**config.mk**
```make
export PLATFORM = sky130hd
export DESIGN_NAME = led_cmd_decoder
export DESIGN_NICKNAME = d
export VERILOG_FILES = /design/src/rtl/led_cmd_pkg.sv /design/src/rtl/led_cmd_decoder_blink_gen.sv /design/src/rtl/led_cmd_decoder.sv
export SDC_FILE = /design/constraint.sdc
export NUM_CORES = 1
export LEC_CHECK = 0
export ABC_AREA = 1
export CAP_MARGIN = 20
export CORE_MARGIN = 2
export CORE_UTILIZATION = 55
export CTS_CLUSTER_DIAMETER = 50
export CTS_CLUSTER_SIZE = 24
export DETAILED_ROUTE_END_ITERATION = 8
export PLACE_DENSITY_LB_ADDON = 0.3
export SLEW_MARGIN = 5
export SYNTH_ARGS = -nofsm -noshare
export SYNTH_HDL_FRONTEND = slang
export SYNTH_SLANG_ARGS = --single-unit
```
**constraint.sdc**
```tcl
create_clock -name clk -period 4.06 [get_ports clk]
set_input_delay 1.218 -clock clk [delete_from_list [all_inputs] [get_ports clk]]
set_output_delay 1.218 -clock clk [all_outputs]
set_load 0.05 [all_outputs]
```
**src/rtl/led_cmd_pkg.sv**
```systemverilog
// Shared definitions for the LED command decoder: ASCII byte values,
// FSM state encoding, op encoding and small byte-classification helpers.
package led_cmd_pkg;

  // ASCII bytes recognised in a command frame and used for acknowledges
  localparam logic [7:0] CH_L_UP = 8'h4C;  // 'L'
  localparam logic [7:0] CH_L_LO = 8'h6C;  // 'l'
  localparam logic [7:0] CH_0    = 8'h30;  // '0'
  localparam logic [7:0] CH_1    = 8'h31;  // '1'
  localparam logic [7:0] CH_2    = 8'h32;  // '2'
  localparam logic [7:0] CH_3    = 8'h33;  // '3'
  localparam logic [7:0] CH_T_UP = 8'h54;  // 'T'
  localparam logic [7:0] CH_T_LO = 8'h74;  // 't'
  localparam logic [7:0] CH_B_UP = 8'h42;  // 'B'
  localparam logic [7:0] CH_B_LO = 8'h62;  // 'b'
  localparam logic [7:0] CH_CR   = 8'h0D;
  localparam logic [7:0] CH_LF   = 8'h0A;
  localparam logic [7:0] CH_K    = 8'h4B;  // 'K' acknowledge
  localparam logic [7:0] CH_E    = 8'h45;  // 'E' error response

  typedef enum logic [2:0] {
    ST_IDLE,
    ST_GOT_L,
    ST_GOT_IDX,
    ST_GOT_OP,
    ST_RESP
  } state_t;

  typedef enum logic [1:0] {
    OP_OFF,
    OP_ON,
    OP_TGL,
    OP_BLK
  } op_t;

  // Result of decoding an op byte: ok flags a legal op character
  typedef struct packed {
    logic ok;
    op_t  op;
  } op_dec_t;

  function automatic logic is_start(input logic [7:0] b);
    return (b == CH_L_UP) || (b == CH_L_LO);
  endfunction

  function automatic logic is_idx(input logic [7:0] b);
    logic r;
    case (b)
      CH_0, CH_1, CH_2, CH_3: r = 1'b1;
      default:                r = 1'b0;
    endcase
    return r;
  endfunction

  function automatic logic is_term(input logic [7:0] b);
    return (b == CH_CR) || (b == CH_LF);
  endfunction

  function automatic op_dec_t decode_op(input logic [7:0] b);
    op_dec_t r;
    r = '{ok: 1'b1, op: OP_OFF};
    case (b)
      CH_0:             r.op = OP_OFF;
      CH_1:             r.op = OP_ON;
      CH_T_UP, CH_T_LO: r.op = OP_TGL;
      CH_B_UP, CH_B_LO: r.op = OP_BLK;
      default:          r.ok = 1'b0;
    endcase
    return r;
  endfunction

endpackage

```
**src/rtl/led_cmd_decoder_blink_gen.sv**
```systemverilog
// Free-running blink source: a prescaler counting 0..BLINK_HALF-1 and a
// phase flop that flips at every prescaler wrap. Commands never reset it.
module blink_gen #(
  parameter int BLINK_HALF = 250000
) (
  input  logic clk,
  input  logic n_reset,
  output logic blink_phase
);

  localparam int               CNT_W    = (BLINK_HALF > 2) ? $clog2(BLINK_HALF) : 1;
  localparam logic [CNT_W-1:0] CNT_LAST = CNT_W'(BLINK_HALF - 1);

  logic [CNT_W-1:0] cnt_q, cnt_d;
  logic             phase_q, phase_d;
  logic             wrap;

  // Next-state for prescaler and phase; phase flips on the wrap cycle
  always_comb begin
    wrap    = (cnt_q == CNT_LAST);
    cnt_d   = wrap ? '0 : cnt_q + CNT_W'(1);
    phase_d = phase_q ^ wrap;
  end

  // Prescaler and phase registers
  // NOTE: sequential state uses non-blocking assignments only, so every
  // flop samples the pre-edge values computed in always_comb.
  always_ff @(posedge clk or negedge n_reset) begin
    if (!n_reset) begin
      cnt_q   <= '0;
      phase_q <= 1'b0;
    end else begin
      cnt_q   <= cnt_d;
      phase_q <= phase_d;
    end
  end

  assign blink_phase = phase_q;

endmodule

```
**src/rtl/led_cmd_decoder.sv**
```systemverilog
// ASCII LED command parser: consumes "L<idx><op><CR|LF>" frames from the
// UART receiver, maintains the 4-bit LED enable vector (on/off/toggle/blink)
// and returns a one-byte 'K'/'E' acknowledge over a valid/ready handshake.
module led_cmd_decoder
  import led_cmd_pkg::*;
#(
  parameter int BLINK_HALF  = 250000,
  parameter int TIMEOUT_CYC = 10000
) (
  input  logic       clk,
  input  logic       n_reset,
  input  logic [7:0] rx_data,
  input  logic       rx_valid,
  output logic [7:0] tx_data,
  output logic       tx_valid,
  input  logic       tx_ready,
  output logic [3:0] en,
  output logic       cmd_err
);

  localparam int               GAP_W    = (TIMEOUT_CYC > 2) ? $clog2(TIMEOUT_CYC) : 1;
  localparam logic [GAP_W-1:0] GAP_LAST = GAP_W'(TIMEOUT_CYC - 1);

  state_t           state_q, state_d;
  logic [1:0]       idx_q, idx_d;
  op_t              op_q, op_d;
  logic [GAP_W-1:0] gap_q, gap_d;
  logic [3:0]       static_en_q, static_en_d;
  logic [3:0]       blink_mask_q, blink_mask_d;
  logic [3:0]       en_q, en_d;
  logic [7:0]       tx_data_q, tx_data_d;
  logic             tx_valid_q, tx_valid_d;
  logic             cmd_err_q, cmd_err_d;

  logic             blink_phase;
  logic             in_frame;
  logic             timeout;
  logic             frame_err;
  op_dec_t          op_dec;

  blink_gen #(
    .BLINK_HALF (BLINK_HALF)
  ) u_blink_gen (
    .clk         (clk),
    .n_reset     (n_reset),
    .blink_phase (blink_phase)
  );

  // Frame parser, gap timer, op application and LED output mux
  // NOTE: every signal assigned here gets a default first, so no path can
  // leave one unassigned and infer a latch.
  always_comb begin
    state_d      = state_q;
    idx_d        = idx_q;
    op_d         = op_q;
    static_en_d  = static_en_q;
    blink_mask_d = blink_mask_q;
    tx_data_d    = tx_data_q;
    tx_valid_d   = tx_valid_q;
    cmd_err_d    = 1'b0;
    frame_err    = 1'b0;
    op_dec       = decode_op(rx_data);

    // Gap timer only runs between bytes of a partially received frame
    in_frame = (state_q == ST_GOT_L) || (state_q == ST_GOT_IDX) ||
               (state_q == ST_GOT_OP);
    if (!in_frame || rx_valid) gap_d = '0;
    else                       gap_d = gap_q + GAP_W'(1);
    // A byte arriving on the timeout cycle wins over the timeout
    timeout = in_frame && !rx_valid && (gap_q == GAP_LAST);

    case (state_q)
      ST_IDLE: begin
        // Anything but a start byte is ignored, which absorbs stray CR/LF
        if (rx_valid && is_start(rx_data)) state_d = ST_GOT_L;
      end
      ST_GOT_L: begin
        if (rx_valid) begin
          if (is_idx(rx_data)) begin
            idx_d   = rx_data[1:0];
            state_d = ST_GOT_IDX;
          end else begin
            frame_err = 1'b1;
          end
        end else if (timeout) begin
          frame_err = 1'b1;
        end
      end
      ST_GOT_IDX: begin
        if (rx_valid) begin
          if (op_dec.ok) begin
            op_d    = op_dec.op;
            state_d = ST_GOT_OP;
          end else begin
            frame_err = 1'b1;
          end
        end else if (timeout) begin
          frame_err = 1'b1;
        end
      end
      ST_GOT_OP: begin
        if (rx_valid) begin
          if (is_term(rx_data)) begin
            case (op_q)
              OP_OFF: begin
                static_en_d[idx_q]  = 1'b0;
                blink_mask_d[idx_q] = 1'b0;
              end
              OP_ON: begin
                static_en_d[idx_q]  = 1'b1;
                blink_mask_d[idx_q] = 1'b0;
              end
              OP_TGL: begin
                // Toggle what is actually lit, blink phase included
                static_en_d[idx_q]  = ~en_q[idx_q];
                blink_mask_d[idx_q] = 1'b0;
              end
              default: blink_mask_d[idx_q] = 1'b1;
            endcase
            tx_data_d  = CH_K;
            tx_valid_d = 1'b1;
            state_d    = ST_RESP;
          end else begin
            frame_err = 1'b1;
          end
        end else if (timeout) begin
          frame_err = 1'b1;
        end
      end
      ST_RESP: begin
        // Bytes arriving while the acknowledge is pending are dropped
        if (rx_valid) cmd_err_d = 1'b1;
        if (tx_ready) begin
          tx_valid_d = 1'b0;
          state_d    = ST_IDLE;
        end
      end
      default: state_d = ST_IDLE;
    endcase

    if (frame_err) begin
      tx_data_d  = CH_E;
      tx_valid_d = 1'b1;
      cmd_err_d  = 1'b1;
      state_d    = ST_RESP;
    end

    for (int i = 0; i < 4; i++) begin
      en_d[i] = blink_mask_q[i] ? blink_phase : static_en_q[i];
    end
  end

  // All decoder state, including the registered outputs
  // NOTE: every flop here is a control or output register, so all of them
  // take the asynchronous reset; nothing here is a memory array.
  always_ff @(posedge clk or negedge n_reset) begin
    if (!n_reset) begin
      state_q      <= ST_IDLE;
      idx_q        <= 2'd0;
      op_q         <= OP_OFF;
      gap_q        <= '0;
      static_en_q  <= 4'b0000;
      blink_mask_q <= 4'b0000;
      en_q         <= 4'b0000;
      tx_data_q    <= 8'h00;
      tx_valid_q   <= 1'b0;
      cmd_err_q    <= 1'b0;
    end else begin
      state_q      <= state_d;
      idx_q        <= idx_d;
      op_q         <= op_d;
      gap_q        <= gap_d;
      static_en_q  <= static_en_d;
      blink_mask_q <= blink_mask_d;
      en_q         <= en_d;
      tx_data_q    <= tx_data_d;
      tx_valid_q   <= tx_valid_d;
      cmd_err_q    <= cmd_err_d;
    end
  end

  assign en       = en_q;
  assign tx_data  = tx_data_q;
  assign tx_valid = tx_valid_q;
  assign cmd_err  = cmd_err_q;

endmodule

```
== Yosys cells after proc, flatten, opt, wreduce, memory -nomap -nowiden ==
Index checks and enable logic that the tools add are counted.
W data, S select, Z words.

* Register bits after elaboration: 62
* Input bits: 12

* $add $sub $neg: 2
* Order comparisons: 2
* Equal/unequal tests: 28
* Muxes and demuxes: 48
* Bitwise gates (word level): 7
* Reductions and logical operators: 30

{| class="wikitable"
|+ Operators with widths
! cell !! number
|-
| $eq A8 B7 Y1 const B || 6
|-
| $eq A8 B6 Y1 const B || 4
|-
| $mux W8 || 4
|-
| $mux W3 || 9
|-
| $mux W1 || 24
|-
| $add A18 B1 Y18 const B || 1
|-
| $eq A18 B18 Y1 const B || 1
|-
| $mux W18 || 1
|-
| $ne A3 B3 Y1 const B || 6
|-
| $eq A8 B4 Y1 const B || 2
|-
| $pmux W3 S5 || 1
|-
| $add A14 B1 Y14 const B || 1
|-
| $eq A14 B14 Y1 const B || 1
|-
| $mux W14 || 1
|-
| $pmux W4 S3 || 1
|-
| $reduce_and A3 Y1 || 4
|-
| $and A4 B4 Y4 || 2
|-
| $or A4 B4 Y4 || 2
|-
| $reduce_and A4 Y1 || 2
|-
| $reduce_and A8 Y1 || 1
|-
| $eq A3 B2 Y1 const B || 2
|-
| $ne A3 B2 Y1 const B || 2
|-
| $pmux W2 S3 || 1
|-
| $reduce_bool A2 Y1 || 3
|-
| other kinds (25) || 35
|}

== Logic depth before layout (Yosys ltp) ==
Gate-level depths: netlist of the first run.

* Word-level depth: 10
* Depth in mapped cells: 13
* Gate-level depth less buffers: 13

== Cells and area by module ==
From an unflattened synthesis of the first run, not the netlist that was laid out.

* Cells, all modules: 418
* Area, all modules: 3153.0 µm²

{| class="wikitable"
|+ By module, submodules not included
! module !! times used !! cells an instance !! area an instance (µm²)
|-
| led_cmd_decoder || 1 || 284 || 2103.3
|-
| blink_gen || 1 || 134 || 1049.8
|}

== Worst setup path before layout of the first run ==
No wires, ideal clock.

* Path kind: input port to flip-flop
* Start point: input port rx_data[7]
* End point: register static_en_q[2]
* Arrival time: 2142 ps
* Data required time: 3937 ps
* Setup slack: 1795 ps
* Stages: 9
* Buffers on the path: 1
* Cell sequence: nor2_2 inv_2 nor2_4 nand3_2 nor2_4 buf_4 nand3_1 o21ai_0 a21oi_1

* Longest elaborated chain between the ends: 3
* Elaborated cells on any way between the ends: 4

{| class="wikitable"
|+ Ends and longest elaborated chain
! element !! line !! RTL
|-
| start: declaration || led_cmd_decoder.sv:12 || <nowiki>input logic [7:0] rx_data,</nowiki>
|-
| $eq A8 B4 Y1 || led_cmd_pkg.sv:56 || <nowiki>return (b == CH_CR) || (b == CH_LF);</nowiki>
|-
| $logic_or A1 B1 Y1 (*) || led_cmd_pkg.sv:56 ||
|-
| $reduce_and A4 Y1 (no line) (*) || -- ||
|-
| end signal: assignment || led_cmd_decoder.sv:173 || <nowiki>static_en_q <= static_en_d;</nowiki>
|-
| end: declaration || led_cmd_decoder.sv:28 || <nowiki>logic [3:0] static_en_q, static_en_d;</nowiki>
|}

Every way passes the cells marked *; elsewhere a longest branch is shown, timed or not.
A chain may end at the register's enable or synchronous reset.

== Final worst setup path of the first run ==
* Start point: register en_q[3], in the netlist en[3]
* End point: output port en[3]

{| class="wikitable"
|+ RTL lines
! element !! line !! RTL
|-
| start: declaration || led_cmd_decoder.sv:30 || <nowiki>logic [3:0] en_q, en_d;</nowiki>
|-
| start signal: assignment || led_cmd_decoder.sv:175 || <nowiki>en_q <= en_d;</nowiki>
|-
| end: declaration || led_cmd_decoder.sv:17 || <nowiki>output logic [3:0] en,</nowiki>
|}

No word-level cell between the ends.

==> reports/metrics.cfg, run 1 <==
[yosys]
synthMuxAreaShare=0.003199
yosysSeqAreaShare=0.4558
syn_avg_cell_area_um2=7.882
synthAdderAreaFrac=0.01999
synth_top_family_by_area=simple AND/OR/NAND/NOR gates
yosys_most_used_dff=dfrtp_1
synth.most_common_cell=nand2_1
yosys_warnings=0
syn_area_mm2=0.003129
synth_top_area_frac=0.4558
async_reset_ff_frac=1.000
ys_top_cells_by_area=dfrtp_1 (46%), nand2_1 (9.1%), inv_1 (7.8%)
ys_ff_latch=57
synthSimpleGateAreaFrac=0.3035
synth-compound-area-share=0.09916
synth_cells=397
yosysTopAreaCell=dfrtp_1
synthTopCellsByCount=nand2_1 (76), inv_1 (65), dfrtp_1 (57), nor2_1 (33), a21oi_1 (29)
synth_xor_area_frac=0.01959
synth_cell_types=35
synth_edf_count=0

[cells_and_area]
final_area_mm2=0.003625
nFillCells=459
seq_area_mm2=0.001426
diodes=0
layout-drive-gt1-share=0.09767
layout.nets=443
syn2layout_area_growth_pct=15.83
multi_input_area_mm2=0.001405

[floorplanning]
row_count=27
die_y_um=79.43
dieArea_mm2=0.006309
pin_count=26
start_util=0.5683
core_mm2=0.005507
dieWidth_um=79.43

[sta]
slew_headroom=0.5789
fin_crit_sh=0.6851
hold_slack_ns=0.4616
fmax_ghz=0.3595
setup_viol=0
rsz0062_at_grt=false
post-route-min-period_ns=2.782
tightest_slew_ns=0.6317
hold_violations=0
clock_skew_ns=0.005486
final-max-slew-violation-count=0
setup_tns_ns=0

[setup_path]
worstPathCellList=clkdlybuf4s50_1
rrSetupSlack_ns=2.22
critPathTopFamily=buffers and inverters
critPathLaunchType=register
crit_buf_inv=1
slowest_delay_ns=0.82
timing.rr.start=u_blink_gen.cnt_q[0]
reg2reg_to=u_blink_gen.cnt_q[14]
r2r_cells=11
critPathSlowestCell=clkdlybuf4s50_1
cp.required_ns=2.84
crit_path_max_fanout=3
critPathKind=reg -> out
cp.arrival_ns=1.56
end_kind=output port

[pwr]
pwr-share-comb=0.220
seq_power_share=0.392
p_per_area_mw_per_mm2=447.6
finalPower_uw=1622
p_int_uw=1123
p_leak_uw=0.001663
p_switching_uw=499.2
clkPwrFrac=0.389
swShare=0.3077
vdd_drop_max_mv=0.3223

[placement]
routabilityCongestion=0.8818
numPortBuffers=22
hpwl_mm=4.630
placed_area_mm2=0.003400

[route]
postRouteAntennaNets=0
via_count=2634
drt_iter0_markers=146
viasPerCell=5.247
drtPass1Iterations=5
drt-total-wl_mm=6.377
wl_per_cell_um=12.70
drc=0

[grt]
grt_max_degree=30
grt-ovfl-total=0
grt_first_pass_wirelength_mm=10.72
track_usage=0.2224
grt_pass1_vias=2381
antenna_found_initial=0

[cts]
cts_resized=0
postCtsSetupBuffers=0
cts.clk_slew.worst_paths_ns=0.06
cts_tree=yes
cts_buffers=9
cts_root_buf=clkbuf_8
ctsHoldBuffers=0
clk_path_buf_depth=2
cts_sinks=57
cts_htree_levels=3
worst_skew_pair.late_latency_ns=0.34

[status]
status=complete, no violations

[hold_path]
hold_path_end=gap_q[0]
hp-start=gap_q[0]
hold_depth=1
min_path_type=reg -> reg

[job]
maxCapViolCount=0

==> per-stage QoR <==
stage                     setup slack (ns)  cells    util
after floorplan                      1.795    399       -
after global placement               1.063    487  0.6174
after detailed placement             1.015    487  0.6174
after CTS                            1.263    502  0.6583
after global routing                 1.130    502  0.6583
final                                1.278    502  0.6583
==> metal layers <==
metal | vias up | track usage | share of wire
met1 | 1224 | 0.2820 | 0.46
met3 | 12 | 0.05769 | 0.036
met5 | - | 0 | 0
li1 | 1339 | - | -
met2 | 59 | 0.3580 | 0.48
met4 | 0 | 0.09828 | 0.020
==> power groups by stage <==
stage               Combinational (uW)  Sequential, uW  Clock, uW
CTS                                358             635        637
global placement                   346             643          0
floorplan                          231             669          0
finish                             357             635        631
global route                       406             640        665
detailed placement                 353             645          0
==> worst max path at each step <==
stage                from              to  slack [ns]  depth (start not counted)
2_1_floorplan  rx_data[7]  static_en_q[2]        1.79                          9
3_3_place_gp   rx_data[7]  static_en_q[1]        1.06                         11
3_5_place_dp   rx_data[7]  static_en_q[1]        1.01                         12
4_1_cts             en[3]           en[3]        1.26                          1
5_1_grt        rx_data[1]  static_en_q[1]        1.13                         12
6_report            en[3]           en[3]        1.28                          1
==> registers in the layout (all words and copies together), names as in the netlist, named ones only <==
name / cells
en: 4
idx_q: 2
state_q: 3
op_q: 2
u_blink_gen.cnt_q: 18
gap_q: 14
tx_valid: 1
cmd_err: 1
tx_data: 3
u_blink_gen.blink_phase: 1
static_en_q: 4
==> cell usage in the layout (no fill, tap or decap), types with 7 or more instances in the layout <==
cell type,instances
a21oi_1,29
clkbuf_8,9
clkdlybuf4s50_1,21
dfrtp_1,57
inv_1,65
nand2_1,76
nand3_1,26
nand4_1,10
nor2_1,33
nor3_1,12
nor4_1,7
o21ai_0,21
==> kinds of logic after synthesis <==
group,after synthesis
AOI/OAI and AO/OA,59
muxes,1
xor gates and xnor gates,7
and+or+nand+nor,192
adders and majority gates,5
DFF,57
other,1
buffers and inverters,75
==> cell type report <==
type                    count  area share
repair buffers             23     0.06144
clock buffers              12     0.03728
well taps                  72     0.02485
flip-flops and latches     57      0.3935
multi-input cells         267      0.3876
inverters                  68     0.07042
clock inverters             3     0.02485
(Power assumes the default switching activity.)
==> inputs of run 2 (changes only) <==
--- a/config.mk
+++ b/config.mk
@@ -8,7 +8,7 @@
 export ABC_AREA = 1
 export CAP_MARGIN = 20
 export CORE_MARGIN = 2
-export CORE_UTILIZATION = 55
+export CORE_UTILIZATION = 52
 export CTS_CLUSTER_DIAMETER = 50
 export CTS_CLUSTER_SIZE = 24
 export DETAILED_ROUTE_END_ITERATION = 8
==> constraint.sdc (replaced) <==
create_clock -name clk -period 2.25 [get_ports clk]
set_input_delay 0.675 -clock clk [delete_from_list [all_inputs] [get_ports clk]]
set_output_delay 0.675 -clock clk [all_outputs]
set_load 0.05 [all_outputs]
==> run 2 against run 1 <==
  * Clock skew up 0.0051 ns
  * Combinational power up 87%
  * Critical path depth unchanged
  * Non-clock buffer count up 16
  * Total power up 76%
  * Sequential share of layout area down 1.5 points
  * Register-to-register slack worse by 1.8 ns
  * Core utilization down 1.5 points
  * First-iteration DRC count down 11%
  * Flip-flop and latch count unchanged
  * Critical endpoint is now tx_data[0]
  * Largest power group unchanged
  * Highest routed layer unchanged
==> reports/metrics.cfg, run 2 (synthesis gave the netlist of run 1 again) <==
[route]
wl_per_cell_um=11.89  ; was 12.70 um
drt-total-wl_mm=6.208  ; was 6.377 mm
via_count=2668  ; was 2634
postRouteAntennaNets=0  ; unchanged
viasPerCell=5.111  ; was 5.247
drtPass1Iterations=4  ; was 5
drt_iter0_markers=130  ; was 146
drc=0  ; unchanged

[setup_path]
r2r_cells=11  ; unchanged
cp.required_ns=1.57  ; was 2.84 ns
critPathKind=reg -> out  ; unchanged
worstPathCellList=clkdlybuf4s50_1  ; unchanged
critPathTopFamily=buffers and inverters  ; unchanged
rrSetupSlack_ns=0.47  ; was 2.22 ns
slowest_delay_ns=0.81  ; was 0.82 ns
cp.arrival_ns=1.52  ; was 1.56 ns
end_kind=output port  ; unchanged
crit_path_max_fanout=3  ; unchanged
reg2reg_to=u_blink_gen.cnt_q[14]  ; unchanged
critPathLaunchType=register  ; unchanged
critPathSlowestCell=clkdlybuf4s50_1  ; unchanged
timing.rr.start=u_blink_gen.cnt_q[0]  ; unchanged
crit_buf_inv=1  ; unchanged

[cts]
clk_path_buf_depth=2  ; unchanged
cts_buffers=9  ; unchanged
cts_tree=yes  ; unchanged
cts_root_buf=clkbuf_8  ; unchanged
worst_skew_pair.late_latency_ns=0.35  ; was 0.34 ns
cts_sinks=57  ; unchanged
cts.clk_slew.worst_paths_ns=0.07  ; was 0.06 ns
cts_resized=0  ; unchanged
postCtsSetupBuffers=0  ; unchanged
cts_htree_levels=3  ; unchanged
ctsHoldBuffers=0  ; unchanged

[pwr]
p_per_area_mw_per_mm2=760.5  ; was 447.6 mW/mm2
p_leak_uw=0.001743  ; was 0.001663 uW
vdd_drop_max_mv=0.6351  ; was 0.3223 mV

[grt]
antenna_found_initial=0  ; unchanged
track_usage=0.2063  ; was 0.2224
grt_first_pass_wirelength_mm=10.35  ; was 10.72 mm
grt_pass1_vias=2467  ; was 2381
grt-ovfl-total=0  ; unchanged
grt_max_degree=37  ; was 30

[job]
maxCapViolCount=0  ; unchanged

[floorplanning]
dieArea_mm2=0.006654  ; was 0.006309 mm2
dieWidth_um=81.58  ; was 79.43 um
start_util=0.5349  ; was 0.5683
row_count=28  ; was 27
die_y_um=81.58  ; was 79.43 um
core_mm2=0.005851  ; was 0.005507 mm2
pin_count=26  ; unchanged

[cells_and_area]
regMostFlops=u_blink_gen.cnt_q  ; unchanged
final_cells=522  ; was 502
reg_top3=u_blink_gen.cnt_q: 18 flops, gap_q: 14 flops  ; unchanged
layout_commonest_cell=nand2_1  ; unchanged
largest_register_ffs=18  ; unchanged
layout.nets=459  ; was 443
final_cell_mix=nand2_1 (76), inv_1 (65), dfrtp_1 (57), nor2_1 (33), a21oi_1 (29)  ; unchanged
diodes=0  ; unchanged
layout-drive-gt1-share=0.1387  ; was 0.09767
syn2layout_area_growth_pct=20.31  ; was 15.83%

[sta]
final-max-slew-violation-count=0  ; unchanged
fin_crit_sh=0.9777
rsz0062_at_grt=false  ; unchanged
fmax_ghz=0.4546
post-route-min-period_ns=2.200
clock_skew_ns=0.01062  ; was 0.005486 ns
slew_headroom=0.6571  ; was 0.5789
setup_viol=0  ; unchanged
tightest_slew_ns=0.5101  ; was 0.6317 ns
hold_violations=0  ; unchanged
setup_tns_ns=0  ; unchanged

[placement]
numPortBuffers=22  ; unchanged
dpl.cell_count=506  ; was 487
hpwl_mm=4.647  ; was 4.630 mm
routabilityCongestion=0.9090  ; was 0.8818

[hold_path]
min_path_type=in -> async  ; was reg -> reg

[status]
status=complete, no violations  ; unchanged

[run 2: changes by cell type in the layout (fill, tap and decap cells not counted)]
cell / before / now
buf_4: 1 / 16
clkbuf_1: 3 / 0
clkdlybuf4s50_1: 21 / 17
bufinv_16: 3 / 2
clkinv_2: 0 / 2
dlymetal6s2s_1: 0 / 4
clkinvlp_4: 0 / 1
clkinv_4: 0 / 2
buf_12: 0 / 1
[run 2: worst max path at each step]
stage,depth (start not counted),slack (ns),from,endpoint
6_report,1,0.05,tx_data[0],tx_data[0]
5_1_grt,1,0.003,tx_data[3],tx_data[3]
4_1_cts,1,0.01,en[2],en[2]
3_5_place_dp,11,-0.13,rx_data[1],static_en_q[1]
3_3_place_gp,10,-0.09,rx_data[1],static_en_q[3]
2_1_floorplan,9,0.53,rx_data[7],static_en_q[2]
[run 2: through the flow]
step           area, um2  setup WS (ns)  hold slack [ns]  utilization  power (uW)
2_1_floorplan       3137         0.5277           0.3794            -        1624
3_3_place_gp        3536       -0.09452           0.4500       0.6044        1810
3_5_place_dp        3536        -0.1346           0.4602       0.6044        1828
4_1_cts             3755        0.01049           0.2975       0.6418        2892
5_1_grt             3765       0.002542           0.3160       0.6435        3025
6_report            3765        0.05011           0.2886       0.6435        2863
[run 2: power breakdown]
| part | internal [uW] | total (uW) | switching [uW] |
|---|---|---|---|
| sequential | 1090 | 1140 | 55.2 |
| combinational | 231 | 667 | 436 |
| clock | 622 | 1050 | 432 |
[run 2: routing by layer]
| layer | global-route usage | vias up | part of all wire |
|---|---|---|---|
| met1 | 0.2459 | 1251 | 0.46 |
| met2 | 0.3393 | 40 | 0.49 |
| li1 | - | 1364 | - |
| met5 | 0 | - | 0 |
| met3 | 0.06264 | 13 | 0.034 |
| met4 | 0.1017 | 0 | 0.021 |
[run 2: cell type report]
| type | count | area, um2 |
|---|---|---|
| Fill cell | 515 | 2086 |
| Sequential cell | 57 | 1426 |
| Inverter | 68 | 255.2 |
| Timing Repair Buffer | 39 | 365.4 |
| Multi-Input combinational cell | 267 | 1405 |
| Clock inverter | 7 | 95.09 |
| Tap cell | 75 | 93.84 |
| Clock buffer | 9 | 123.9 |
==> inputs of run 3 (changes only) <==
--- a/config.mk
+++ b/config.mk
@@ -10,7 +10,7 @@
 export CORE_MARGIN = 2
 export CORE_UTILIZATION = 52
 export CTS_CLUSTER_DIAMETER = 50
-export CTS_CLUSTER_SIZE = 24
+export CTS_CLUSTER_SIZE = 20
 export DETAILED_ROUTE_END_ITERATION = 8
 export PLACE_DENSITY_LB_ADDON = 0.3
 export SLEW_MARGIN = 5
==> results of run 3 <==
Final layout, timing and power as in run 2 (identical DEF).
